===== src/rtl/pipelined_accum_adder_tree_pkg.sv =====
// Shared helpers for the pipelined accumulating adder tree.
//  clog2     : ceiling log2, used for the tree depth
//  tree_bits : exact width of a full tree sum (IN_BITS + LEVELS)
//  sat_add   : signed add clamped to a w-bit two's-complement range
//  sat_ovf   : 1 when sat_add had to clamp
// The saturation helpers are only used when PIPELINED_ACCUM_ADDER_TREE_SAT_EN
// is defined.
package pipelined_adder_pkg;

    function automatic int clog2(input int n);
        int r;
        int v;
        r = 0;
        v = 1;
        while (v < n) begin
            v = v << 1;
            r++;
        end
        return r;
    endfunction

    function automatic int tree_bits(input int in_bits, input int nodes);
        return in_bits + clog2(nodes);
    endfunction

    // Operands arrive sign-extended to 64 bits; the 64-bit sum cannot overflow
    // for any w <= 62, so the range test below is exact.
    function automatic logic signed [63:0] sat_add(input logic signed [63:0] a,
                                                   input logic signed [63:0] b,
                                                   input int w);
        logic signed [63:0] s, hi, lo;
        s  = a + b;
        hi = (64'sd1 <<< (w - 1)) - 64'sd1;
        lo = -hi - 64'sd1;
        if (s > hi) return hi;
        if (s < lo) return lo;
        return s;
    endfunction

    function automatic logic sat_ovf(input logic signed [63:0] a,
                                     input logic signed [63:0] b,
                                     input int w);
        logic signed [63:0] s, hi, lo;
        s  = a + b;
        hi = (64'sd1 <<< (w - 1)) - 64'sd1;
        lo = -hi - 64'sd1;
        return (s > hi) || (s < lo);
    endfunction

endpackage


===== src/rtl/pipelined_accum_adder_tree_if.sv =====
// Beat/result handshake bundle for pipelined_accum_adder_tree.
//  in_valid/in_ready/in_last/addends : input beat channel (producer -> block)
//  out_valid/out_ready/sum_out/sat_flag : group-sum channel (block -> consumer)
// slave = the adder block, master = the surrounding logic / bench.
interface pipelined_accum_adder_tree_if #(
    parameter int IN_BITS   = 8,
    parameter int NUM_NODES = 4,
    parameter int ACC_BITS  = 24
);
    logic                          in_valid;
    logic                          in_ready;
    logic                          in_last;
    logic [IN_BITS*NUM_NODES-1:0]  addends;
    logic                          out_valid;
    logic                          out_ready;
    logic [ACC_BITS-1:0]           sum_out;
    logic                          sat_flag;

    modport slave (
        input  in_valid, in_last, addends, out_ready,
        output in_ready, out_valid, sum_out, sat_flag
    );

    modport master (
        output in_valid, in_last, addends, out_ready,
        input  in_ready, out_valid, sum_out, sat_flag
    );
endinterface


===== src/rtl/pipelined_accum_adder_tree_level.sv =====
// One registered level of the adder tree.
//  PAIRS : number of adjacent pairs summed at this level
//  IN_W  : signed width of each incoming operand; results are IN_W+1 wide
// Ports: clk, rst (sync, active-high), advance (pipeline enable),
//        in_vld/in_last/in_data from the previous level,
//        out_vld/out_last/out_data towards the next level.
// Pair p sums operands 2p and 2p+1; everything holds while advance=0.
module adder_tree_level #(
    parameter int PAIRS = 2,
    parameter int IN_W  = 8
) (
    input  logic                       clk,
    input  logic                       rst,
    input  logic                       advance,
    input  logic                       in_vld,
    input  logic                       in_last,
    input  logic [2*PAIRS*IN_W-1:0]    in_data,
    output logic                       out_vld,
    output logic                       out_last,
    output logic [PAIRS*(IN_W+1)-1:0]  out_data
);
    logic [PAIRS*(IN_W+1)-1:0] sums;

    // Size casts of $signed operands sign-extend, so each pair sum is exact.
    always_comb begin
        sums = '0;
        for (int p = 0; p < PAIRS; p++) begin
            sums[p*(IN_W+1) +: IN_W+1] =
                (IN_W+1)'($signed(in_data[(2*p)*IN_W +: IN_W])) +
                (IN_W+1)'($signed(in_data[(2*p+1)*IN_W +: IN_W]));
        end
    end

    always_ff @(posedge clk) begin
        if (rst) begin
            out_vld  <= 1'b0;
            out_last <= 1'b0;
            out_data <= '0;
        end else if (advance) begin
            out_vld  <= in_vld;
            out_last <= in_last;
            out_data <= sums;
        end
    end
endmodule


===== src/rtl/pipelined_accum_adder_tree.sv =====
// Pipelined signed adder tree followed by a group accumulator.
//  clk, rst : single clock, synchronous active-high reset
//  bus      : pipelined_accum_adder_tree_if.slave
//             in_valid/in_ready/in_last/addends  beat input
//             out_valid/out_ready/sum_out/sat_flag group result
// LEVELS = clog2(NUM_NODES) registered tree levels, then one accumulator
// stage. The whole pipeline advances only when the output slot is free or
// being drained, and in_ready mirrors that enable.
// Optional feature macro: PIPELINED_ACCUM_ADDER_TREE_SAT_EN -- saturating
// accumulation with a per-group sat_flag; otherwise wraps and sat_flag=0.
module pipelined_accum_adder_tree
    import pipelined_adder_pkg::*;
#(
    parameter int IN_BITS   = 8,
    parameter int NUM_NODES = 4,
    parameter int ACC_BITS  = 24
) (
    input  logic                           clk,
    input  logic                           rst,
    pipelined_accum_adder_tree_if.slave    bus
);
    localparam int LEVELS    = clog2(NUM_NODES);
    localparam int TREE_BITS = tree_bits(IN_BITS, NUM_NODES);

    if (NUM_NODES < 2 || (NUM_NODES & (NUM_NODES - 1)) != 0) begin : g_bad_nodes
        $error("NUM_NODES must be a power of 2 and >= 2");
    end
    if (ACC_BITS < TREE_BITS) begin : g_bad_acc
        $error("ACC_BITS must be >= IN_BITS + clog2(NUM_NODES)");
    end

    logic                        advance;
    logic [LEVELS:0]             vld_pipe;
    logic [LEVELS:0]             last_pipe;
    logic [TREE_BITS-1:0]        tree_sum;
    logic signed [ACC_BITS-1:0]  tree_ext;
    logic signed [ACC_BITS-1:0]  acc_q;
    logic signed [ACC_BITS-1:0]  acc_nxt;
    logic [ACC_BITS-1:0]         sum_q;
    logic                        out_valid_q;

    assign advance      = !out_valid_q || bus.out_ready;
    assign bus.in_ready = advance;
    assign vld_pipe[0]  = bus.in_valid;
    assign last_pipe[0] = bus.in_last;

    // Level l takes NUM_NODES>>l operands of IN_BITS+l bits each.
    for (genvar l = 0; l < LEVELS; l++) begin : g_lvl
        localparam int W = IN_BITS + l;
        localparam int P = NUM_NODES >> (l + 1);
        logic [2*P*W-1:0]   d_in;
        logic [P*(W+1)-1:0] d_out;

        if (l == 0) begin : g_first
            assign d_in = bus.addends;
        end else begin : g_next
            assign d_in = g_lvl[l-1].d_out;
        end

        adder_tree_level #(.PAIRS(P), .IN_W(W)) u_level (
            .clk      (clk),
            .rst      (rst),
            .advance  (advance),
            .in_vld   (vld_pipe[l]),
            .in_last  (last_pipe[l]),
            .in_data  (d_in),
            .out_vld  (vld_pipe[l+1]),
            .out_last (last_pipe[l+1]),
            .out_data (d_out)
        );
    end

    assign tree_sum = g_lvl[LEVELS-1].d_out;
    assign tree_ext = ACC_BITS'($signed(tree_sum));

`ifdef PIPELINED_ACCUM_ADDER_TREE_SAT_EN
    logic clamp;
    logic grp_sat_q;
    logic sat_q;

    assign acc_nxt = ACC_BITS'(sat_add(64'(acc_q), 64'(tree_ext), ACC_BITS));
    assign clamp   = sat_ovf(64'(acc_q), 64'(tree_ext), ACC_BITS);

    // grp_sat_q remembers any clamp earlier in the open group.
    always_ff @(posedge clk) begin
        if (rst) begin
            grp_sat_q <= 1'b0;
            sat_q     <= 1'b0;
        end else if (advance && vld_pipe[LEVELS]) begin
            if (last_pipe[LEVELS]) begin
                sat_q     <= grp_sat_q || clamp;
                grp_sat_q <= 1'b0;
            end else begin
                grp_sat_q <= grp_sat_q || clamp;
            end
        end
    end

    assign bus.sat_flag = sat_q;
`else
    assign acc_nxt      = acc_q + tree_ext;
    assign bus.sat_flag = 1'b0;
`endif

    // A closing beat publishes acc+tree and restarts the group from zero, so
    // a new sum can replace one being drained on the same edge.
    always_ff @(posedge clk) begin
        if (rst) begin
            acc_q       <= '0;
            sum_q       <= '0;
            out_valid_q <= 1'b0;
        end else if (advance) begin
            if (vld_pipe[LEVELS]) begin
                if (last_pipe[LEVELS]) begin
                    sum_q       <= acc_nxt;
                    out_valid_q <= 1'b1;
                    acc_q       <= '0;
                end else begin
                    acc_q       <= acc_nxt;
                    out_valid_q <= 1'b0;
                end
            end else begin
                out_valid_q <= 1'b0;
            end
        end
    end

    assign bus.out_valid = out_valid_q;
    assign bus.sum_out   = sum_q;
endmodule


===== src/flat_wrapper.sv =====
// flat-port wrapper written by rule: the top's interface ports become plain ports
module pipelined_accum_adder_tree_flat import pipelined_adder_pkg::*;
#(
    parameter int IN_BITS   = 8,
    parameter int NUM_NODES = 4,
    parameter int ACC_BITS  = 24
)
  (clk, rst, bus_in_valid, bus_in_last, bus_addends, bus_out_ready, bus_in_ready, bus_out_valid, bus_sum_out, bus_sat_flag);
  pipelined_accum_adder_tree_if #(.IN_BITS(IN_BITS), .NUM_NODES(NUM_NODES), .ACC_BITS(ACC_BITS)) bus_i ();
  input  logic clk;
  input  logic rst;
  input wire logic [$bits(bus_i.in_valid)-1:0] bus_in_valid;
  input wire logic [$bits(bus_i.in_last)-1:0] bus_in_last;
  input wire logic [$bits(bus_i.addends)-1:0] bus_addends;
  input wire logic [$bits(bus_i.out_ready)-1:0] bus_out_ready;
  output wire logic [$bits(bus_i.in_ready)-1:0] bus_in_ready;
  output wire logic [$bits(bus_i.out_valid)-1:0] bus_out_valid;
  output wire logic [$bits(bus_i.sum_out)-1:0] bus_sum_out;
  output wire logic [$bits(bus_i.sat_flag)-1:0] bus_sat_flag;
  assign bus_i.in_valid = bus_in_valid;
  assign bus_i.in_last = bus_in_last;
  assign bus_i.addends = bus_addends;
  assign bus_i.out_ready = bus_out_ready;
  assign bus_in_ready = bus_i.in_ready;
  assign bus_out_valid = bus_i.out_valid;
  assign bus_sum_out = bus_i.sum_out;
  assign bus_sat_flag = bus_i.sat_flag;
  pipelined_accum_adder_tree #(.IN_BITS(IN_BITS), .NUM_NODES(NUM_NODES), .ACC_BITS(ACC_BITS)) u_core (.clk(clk), .rst(rst), .bus(bus_i));
endmodule

===== config.mk =====
export PLATFORM = sky130hd
export DESIGN_NAME = pipelined_accum_adder_tree_flat
export DESIGN_NICKNAME = d
export VERILOG_FILES = /design/src/rtl/pipelined_accum_adder_tree_pkg.sv /design/src/rtl/pipelined_accum_adder_tree_if.sv /design/src/rtl/pipelined_accum_adder_tree_level.sv /design/src/rtl/pipelined_accum_adder_tree.sv /design/src/flat_wrapper.sv
export SDC_FILE = /design/constraint.sdc
export NUM_CORES = 1
export LEC_CHECK = 0
export CORE_MARGIN = 2
export CORE_UTILIZATION = 43
export CTS_CLUSTER_DIAMETER = 30
export DETAILED_ROUTE_END_ITERATION = 8
export SYNTH_ARGS = -nofsm -noshare
export SYNTH_HDL_FRONTEND = slang
export SYNTH_SLANG_ARGS = --single-unit

===== constraint.sdc =====
create_clock -name clk -period 5.5 [get_ports clk]
set_input_delay 1.1 -clock clk [delete_from_list [all_inputs] [get_ports clk]]
set_output_delay 1.1 -clock clk [all_outputs]
set_load 0.1 [all_outputs]

==> results of run 1 <==
worst max path at each step:
stage / startpoint / cells past startpoint / to / slack (ps)
global route: bus_out_ready / 6 / bus_in_ready / 1610
floorplan: bus_out_ready / 5 / bus_in_ready / 1730
global placement: bus_out_ready / 6 / bus_in_ready / 1730
finish: bus_out_ready / 6 / bus_in_ready / 1720
CTS: bus_out_ready / 6 / bus_in_ready / 1720
detailed placement: bus_out_ready / 6 / bus_in_ready / 1720
cell families (layout without fill, tap and decap cells):
group	Yosys count	in the layout
adders and majority gates	52	52
xor gates and xnor gates	29	29
AOI/OAI and AO/OA	191	191
and+or+nand+nor	218	218
buffers and inverters	50	101
DFF	81	81
other	1	1
muxes	1	1
power groups by stage:
stage                     clock network, mW  registers (mW)  logic [mW]
final                                 0.586           0.656       0.329
after global placement                    0           0.668       0.323
after detailed placement                  0           0.669       0.328
after CTS                             0.596           0.656       0.331
after global routing                  0.621           0.661       0.371
after floorplan                           0           0.663       0.242
sequential cells by signal, indices dropped and copies added (netlist names):
register,flops
u_core.g_lvl.u_level.out_last,2
u_core.acc_q,24
u_core.bus.sum_out,24
u_core.g_lvl.u_level.out_vld,2
u_core.bus.out_valid,1
u_core.g_lvl.u_level.out_data,28
worst register-to-register path, stage by stage, from the launching register on:
cell,delay [ps]
dfxtp_1,820
ha_1,480
a21o_1,250
a31o_4,250
a2111oi_4,350
o32ai_1,130
nor3_1,530
or4_1,190
a31oi_1,70
routing by layer:
metal / global-route usage, % / up-vias / wire, um
li1: - / 2337 / -
met1: 22.8 / 2120 / 5300
met2: 33.9 / 88 / 5890
met3: 3.81 / 17 / 495
met4: 6.50 / 0 / 218
met5: 0 / - / 0
metrics by stage:
stage,power (mW),std cells,instance area [um^2]
after floorplan,0.905,623,4990
after global placement,0.990,803,5700
after detailed placement,0.997,803,5700
after CTS,1.58,817,5980
after global routing,1.65,817,5980
final,1.57,817,5980
placed cells by master (no fill, tap or decap), drive strengths merged, types with 3 or more instances in the layout:
cell	count
a21o	18
clkbuf	11
nand2b	4
nor2b	7
and3	6
dfxtp	81
a211o	3
buf	8
a21oi	79
nand4	7
xor2	9
a22oi	8
o41ai	3
o21a	6
xnor2	20
o21ai	32
nor2	28
o21bai	9
nand3	33
a31oi	7
clkdlybuf4s50	60
a211oi	7
nor3	15
nand2	101
or3	3
fa	4
inv	19
or4	4
ha	48
final cells by class:
type                       count  area [um^2]  area share [%]
timing repair buffer          68          658            11.0
clock inverter                 3         42.5           0.711
tap                          143          179            2.99
inverter                      19         71.3            1.19
multi-input combinational    492         3170            52.9
sequential                    81         1620            27.1
clock buffer                  11          243            4.06
==> flow_summary.toml, run 1 <==
[place]
portBuffers = 62
pre_cts_ws_ps = 1720
dp_hpwl_mm = 8.66
place.gp.congestion = 0.912

[clock_tree]
cts-resized-gates = 0
ctsHoldBuffers = 0
htreeDepth = 3
cts_made_buffers = 9
post_cts_buffers = 0
cts_buffer_depth = 2
cts.sinks = 81
clock_latency_ps = 340
cts.clk_slew.worst_paths_ps = 60
root_buffer = "clkbuf_16"
cts_tree = "built"

[timing]
worst_slack_ps = 1720
max_slew_margin_pct = 24.8
setup_viol = 0
post-route-min-period_ps = 3780
fin_setup_tns_ps = 0
rsz0062_at_grt = "no"
timing.fmax_mhz = 265
fin_skew_ps = 8.22
whs_ps = 452
slew_violations = 0
finalHoldViolations = 0
tightest_slew_ps = 1130
period_share_pct = 68.7

[critical_path]
cp-end-kind = "output port"
reg2reg_setup_slack_ps = 2290
path_cells = "clkdlybuf4s50_1, nor2b_2, buf_4, inv_2, buf_4, buf_4"
path_class = "in2out"
start_kind = "input port"
crit_top_cell = "buf_4"
r2r-start = "u_core.g_lvl[1].u_level.out_data[9]$_SDFFE_PP0N_"
slowest_delay_ps = 470
critPathTopFamily = "buffers and inverters"
reg2regPathDepth = 8
arrival_ps = 2680
crit_required_ps = 4400
reg2reg_to = "u_core.acc_q[23]$_SDFFE_PP0P_"
crit_path_top_delay_cell = "clkdlybuf4s50_1"
cp_num_buf_inv = 5
cp_max_fo = 40

[finish]
utilization_pct = 52.6
antennaDiodeCount = 0
syn_to_final_growth_pct = 20.0
nFillCells = 1108
drive_gt1_share_pct = 4.01
nNetsFinal = 760

[synth]
avgSynthCellArea_um2 = 8.01
yosysWarningCount = 0
syn-instance-count = 623
synth_nets = 712
synthTopCellsByCount = "101 x nand2_1, 81 x dfxtp_1, 79 x a21oi_1"
synth-async-reset-ratio_pct = 0
yosysMostFrequentCell = "nand2_1"
ys_seq_area_share_pct = 32.5
ys.flop_type = "dfxtp_1"
syn_area_um2 = 4990
synthSimpleGateAreaFrac_pct = 20.2
yosys-top-cells-area = "dfxtp_1 33%, ha_1 12%, a21oi_1 7.9%"
yosysTopAreaCell = "dfxtp_1"
synth_cell_type_count = 57
synth_edf_count = 0
ys_seq_elements = 81
synth_compound_area_share_pct = 24.3
synthXorXnorAreaFrac_pct = 5.09
synth_top_area_share_pct = 32.5
synth_top_family_by_area = "compound AO/OA/AOI/OAI gates"
synth_fa_ha_area_share_pct = 13.6
synth.area.mux_share_pct = 0.201

[worst_hold_path]
hp-class = "reg2reg"
whs_path_depth = 2
min_to = "u_core.bus.sum_out[15]$_SDFFE_PP0P_"
hp-start = "u_core.bus.sum_out[15]$_SDFFE_PP0P_"

[routing]
vias_per_cell = 5.58
vias = 4562
wl_mm = 11.9
wl_per_cell_um = 14.6
drt_first_pass_iters = 4
ant_nets = 0
route.detailed.drc = 0
drt-initial-drc-count = 194

[power]
power_leakage_nw = 2.49
netSwitchingFraction_pct = 28.3
irDropWorstVdd_mv = 0.141
p_per_area_nw_per_um2 = 263
seq_power_share_pct = 41.7
p_switching_mw = 0.445
combPwrFrac_pct = 20.9
internal_power_mw = 1.13
clkPwrFrac_pct = 37.3

[floorplan]
core_area_um2 = 11400
rows = 39
start_util_pct = 43.9
die_w_um = 112
die-height_um = 112
io_pins = 64
die_area_um2 = 12500

[global_route]
overflow = 0
grtUsageTotal_pct = 19.0
grt_pass1_vias = 4379
grt_antenna_before_repair = 0
grt_pass1_wl_mm = 19.8
grt_max_degree = 69

[job]
cap_viol_max_count = 0

[run_status]
status = "finished, final reports clean"
(Power assumes the default switching activity.)
==> inputs of run 2 (changes only) <==
PLACE_DENSITY = 0.67   (was unset)
clock period = 3.35 ns   (was 5.5 ns; I/O delays follow)
==> run 2 against run 1 <==
Net effect:
- register-to-register slack lost 1900 ps
- critical path depth grew 2
- sequential share of layout area is essentially flat
- clock power grew 58%
- die area is the same
- combinational power grew 67%
- global-route usage grew 0.26 points
- largest cell class unchanged
==> flow_summary.toml, run 2 (synthesis gave the netlist of run 1 again) <==
[run_status]
status = "finished, final reports clean"

[clock_tree]
cts_tree = "built"
cts_buffer_depth = 2
ctsHoldBuffers = 0
cts_made_buffers = 9
post_cts_buffers = 0
cts.sinks = 81
cts.clk_slew.worst_paths_ps = 60
clock_latency_ps = 340
root_buffer = "clkbuf_16"
cts-resized-gates = 0
htreeDepth = 3

[place]
dp_hpwl_mm = 8.96
placed_area_um2 = 5710
place.gp.congestion = 0.889
portBuffers = 62

[timing]
period_share_pct = 87.6
post-route-min-period_ps = 2930
slew_violations = 0
whs_ps = 454
fin_skew_ps = 6.28
rsz0062_at_grt = "no"
finalHoldViolations = 0
setup_viol = 0
tightest_slew_ps = 562
max_slew_margin_pct = 62.2
timing.fmax_mhz = 341
fin_setup_tns_ps = 0

[power]
p_per_area_nw_per_um2 = 426
power_leakage_nw = 2.59
irDropWorstVdd_mv = 0.230
fin_total_pwr_mw = 2.55

[floorplan]
die-height_um = 112
die_area_um2 = 12500
start_util_pct = 43.9
rows = 39
die_w_um = 112
core_area_um2 = 11400
io_pins = 64

[routing]
wl_mm = 11.9
ant_nets = 0
route.detailed.drc = 0
vias = 4624
drt-initial-drc-count = 214
wl_per_cell_um = 14.4
drt_first_pass_iters = 4
vias_per_cell = 5.59

[critical_path]
start_kind = "flop"
arrival_ps = 3190
path_class = "reg2reg"
crit_required_ps = 3610
cp-end-kind = "flop"
cp_max_fo = 13

[global_route]
grt_pass1_wl_mm = 20.3
top_usage_layer = "met2"
gr-usage-met2_pct = 34.5
grtUsageTotal_pct = 19.3
grt_antenna_before_repair = 0
grt_pass1_vias = 4481
grtUsageMet3_pct = 3.76
grt_max_degree = 36
overflow = 0
met1_usage_pct = 22.7

[finish]
syn_to_final_growth_pct = 20.0
nNetsFinal = 768
largest_register = "u_core.g_lvl.u_level.out_data"
largest_reg_flops = 28
antennaDiodeCount = 0
final_common_cell = "nand2_1"
drive_gt1_share_pct = 9.21
layout_common_cells = "101 x nand2_1, 81 x dfxtp_1, 79 x a21oi_1"
utilization_pct = 52.7
stdcell_area_um2 = 5990

[worst_hold_path]
hp-class = "reg2reg"

[job]
cap_viol_max_count = 0
==> run 2: where the power goes <==
group          switching (mW)  total (mW)  internal [mW]
Combinational           0.308       0.551          0.244
Sequential             0.0477        1.07           1.02
Clock                   0.418       0.926          0.508
==> run 2: through the flow <==
stage / cells / setup WS, ps
CTS: 827 / 412
floorplan: 623 / 241
finish: 827 / 416
global route: 827 / 212
global placement: 811 / 370
detailed placement: 811 / 238
==> run 2: per-layer routing <==
| layer | routed length (um) | part of all wire [%] |
|---|---|---|
| met1 | 5260 | 44 |
| met2 | 5930 | 50 |
| met3 | 475 | 4.0 |
| met4 | 249 | 2.1 |
| met5 | 0 | 0 |
==> run 2: final timing paths <==
kind | from | to | slack [ps] | depth (start not counted)
max reg2reg | u_core.g_lvl[1].u_level.out_data[9]$_SDFFE_PP0N_ | u_core.acc_q[23]$_SDFFE_PP0P_ | 420 | 8
max | u_core.g_lvl[1].u_level.out_data[9]$_SDFFE_PP0N_ | u_core.acc_q[23]$_SDFFE_PP0P_ | 420 | 8
min | u_core.g_lvl[0].u_level.out_vld$_SDFFE_PP0N_ | u_core.g_lvl[0].u_level.out_vld$_SDFFE_PP0N_ | 450 | 2
min reg2reg | u_core.g_lvl[0].u_level.out_vld$_SDFFE_PP0N_ | u_core.g_lvl[0].u_level.out_vld$_SDFFE_PP0N_ | 450 | 2
==> run 2: worst max-delay path, cell delays in order, from the launching register on <==
cell and delay [ps]:
dfxtp_1 670, ha_1 450, a21o_1 250, a31o_4 250
a2111oi_4 360, and4_1 230, nor3_1 80, or4_1 400
a31oi_1 170
==> run 2: layout make-up <==
class,instances,area (um^2)
Clock buffer,9,225
Clock inverter,7,53.8
Fill cell,1099,5380
Inverter,19,71.3
Multi-Input combinational cell,492,3170
Sequential cell,81,1620
Tap cell,143,179
Timing Repair Buffer,76,668
==> inputs of run 3 (changes only) <==
RECOVER_POWER = 50   (was unset)
==> run 3 against run 2 <==
Net effect:
- routed wire length grew 0.14%
- non-clock buffer count is the same
- clock skew shrank 1.1 ps
- first-iteration DRC count grew 9.8%
- power shrank 0.11%
==> flow_summary.toml, run 3 (synthesis gave the netlist of run 1 again) <==
[finish]
largest_reg_flops = 28
final-seq-area_um2 = 1620
largest_register = "u_core.g_lvl.u_level.out_data"
nFillCells = 1121
final_common_cell = "nand2_1"
stdcell_count = 827
multi_input_area_um2 = 3170
nNetsFinal = 768
layout_common_cells = "101 x nand2_1, 81 x dfxtp_1, 79 x a21oi_1"
antennaDiodeCount = 0
drive_gt1_share_pct = 5.12
syn_to_final_growth_pct = 18.0

[global_route]
grt_pass1_vias = 4481
overflow = 0
grt_pass1_wl_mm = 20.3
grt_antenna_before_repair = 0
grtUsageTotal_pct = 19.3
grt_max_degree = 36

[clock_tree]
cts_made_buffers = 9
htreeDepth = 3
clock_latency_ps = 340
cts-resized-gates = 0
cts.clk_slew.worst_paths_ps = 60
cts.sinks = 81
post_cts_buffers = 0
cts_buffer_depth = 2
cts_tree = "built"
root_buffer = "clkbuf_16"
ctsHoldBuffers = 0

[timing]
worst_slack_ps = 422
tightest_slew_ps = 1190
rsz0062_at_grt = "no"
setup_viol = 0
fin_skew_ps = 5.18
fin_setup_tns_ps = 0
finalHoldViolations = 0
slew_violations = 0
timing.fmax_mhz = 341
period_share_pct = 87.4
max_slew_margin_pct = 20.7
post-route-min-period_ps = 2930

[critical_path]
slowest_delay_ps = 670
start_kind = "flop"
crit_path_top_delay_cell = "dfxtp_1"
path_class = "reg2reg"
cp-end-kind = "flop"
crit_required_ps = 3610
cp_max_fo = 13
arrival_ps = 3190
path_cells = "ha_1, a21o_1, a31o_4, a2111oi_4, and4_1, nor3_1, or4_1, a31oi_1"

[floorplan]
die-height_um = 112
die_w_um = 112
core_area_um2 = 11400
rows = 39
start_util_pct = 43.9
die_area_um2 = 12500
io_pins = 64

[routing]
vias_per_cell = 5.58
vias = 4615
ant_nets = 0
drt-initial-drc-count = 235
wl_per_cell_um = 14.4
drt_first_pass_iters = 4
wl_mm = 11.9
route.detailed.drc = 0

[worst_hold_path]
hp-class = "reg2reg"

[power]
p_per_area_nw_per_um2 = 433
irDropWorstVdd_mv = 0.229
power_leakage_nw = 2.47

[job]
cap_viol_max_count = 0

[place]
place.gp.congestion = 0.889
pre_cts_ws_ps = 238
portBuffers = 62
placedCellCount = 811
dp_hpwl_mm = 8.96

[run_status]
status = "finished, final reports clean"
==> run 3: changes by cell type in the layout (fill, tap and decap cells not counted), sizes merged <==
cell           delta
buf              -28
clkbuf           +28
dlygate4sd3       +1
clkdlybuf4s50     -1
==> run 3: metal layers <==
layer / track usage (%) / part of all wire, % / vias to the layer above / wire (um)
li1: - / - / 2359 / -
met1: 22.7 / 44 / 2133 / 5280
met2: 34.5 / 49 / 105 / 5890
met3: 3.76 / 4.5 / 18 / 537
met4: 7.65 / 1.8 / 0 / 219
met5: 0 / 0 / - / 0
==> run 3: final cells by class <==
type                       instances  share of cell area [%]
multi-input combinational        492                    53.8
sequential                        81                    27.6
timing repair buffer              76                    9.59
tap                              143                    3.04
clock buffer                       9                    3.83
inverter                          19                    1.21
clock inverter                     7                   0.915
==> run 3: critical path: cells and delay by family (launching register included) <==
kind | cells | cell delay [ps]
compound gates | 4 | 1030
fa+ha+maj | 1 | 450
flops | 1 | 670
simple gates | 3 | 710
==> run 3: path summary, 6_finish.rpt <==
| kind | slack [ps] | endpoint | from | depth (start not counted) |
|---|---|---|---|---|
| worst max-delay path | 420 | u_core.acc_q[23]$_SDFFE_PP0P_ | u_core.g_lvl[1].u_level.out_data[9]$_SDFFE_PP0N_ | 8 |
| worst min-delay path | 450 | u_core.bus.sum_out[5]$_SDFFE_PP0P_ | u_core.bus.sum_out[5]$_SDFFE_PP0P_ | 2 |
| worst max register to register | 420 | u_core.acc_q[23]$_SDFFE_PP0P_ | u_core.g_lvl[1].u_level.out_data[9]$_SDFFE_PP0N_ | 8 |
| worst min register to register | 450 | u_core.bus.sum_out[5]$_SDFFE_PP0P_ | u_core.bus.sum_out[5]$_SDFFE_PP0P_ | 2 |
==> run 3: through the flow <==
stage | total power, mW | util [%] | area, um^2 | hold slack [ps]
global placement | 1.63 | 50.2 | 5710 | 440
CTS | 2.57 | 52.7 | 5990 | 455
finish | 2.55 | 51.7 | 5880 | 454
detailed placement | 1.64 | 50.2 | 5710 | 446
floorplan | 1.49 | - | 4990 | 430
global route | 2.68 | 51.7 | 5880 | 463
==> run 3: where the power goes <==
part,switching [mW],total [mW],internal [mW]
sequential,0.0476,1.07,1.02
clock,0.417,0.925,0.508
combinational,0.308,0.549,0.241
total,0.773,2.55,1.77
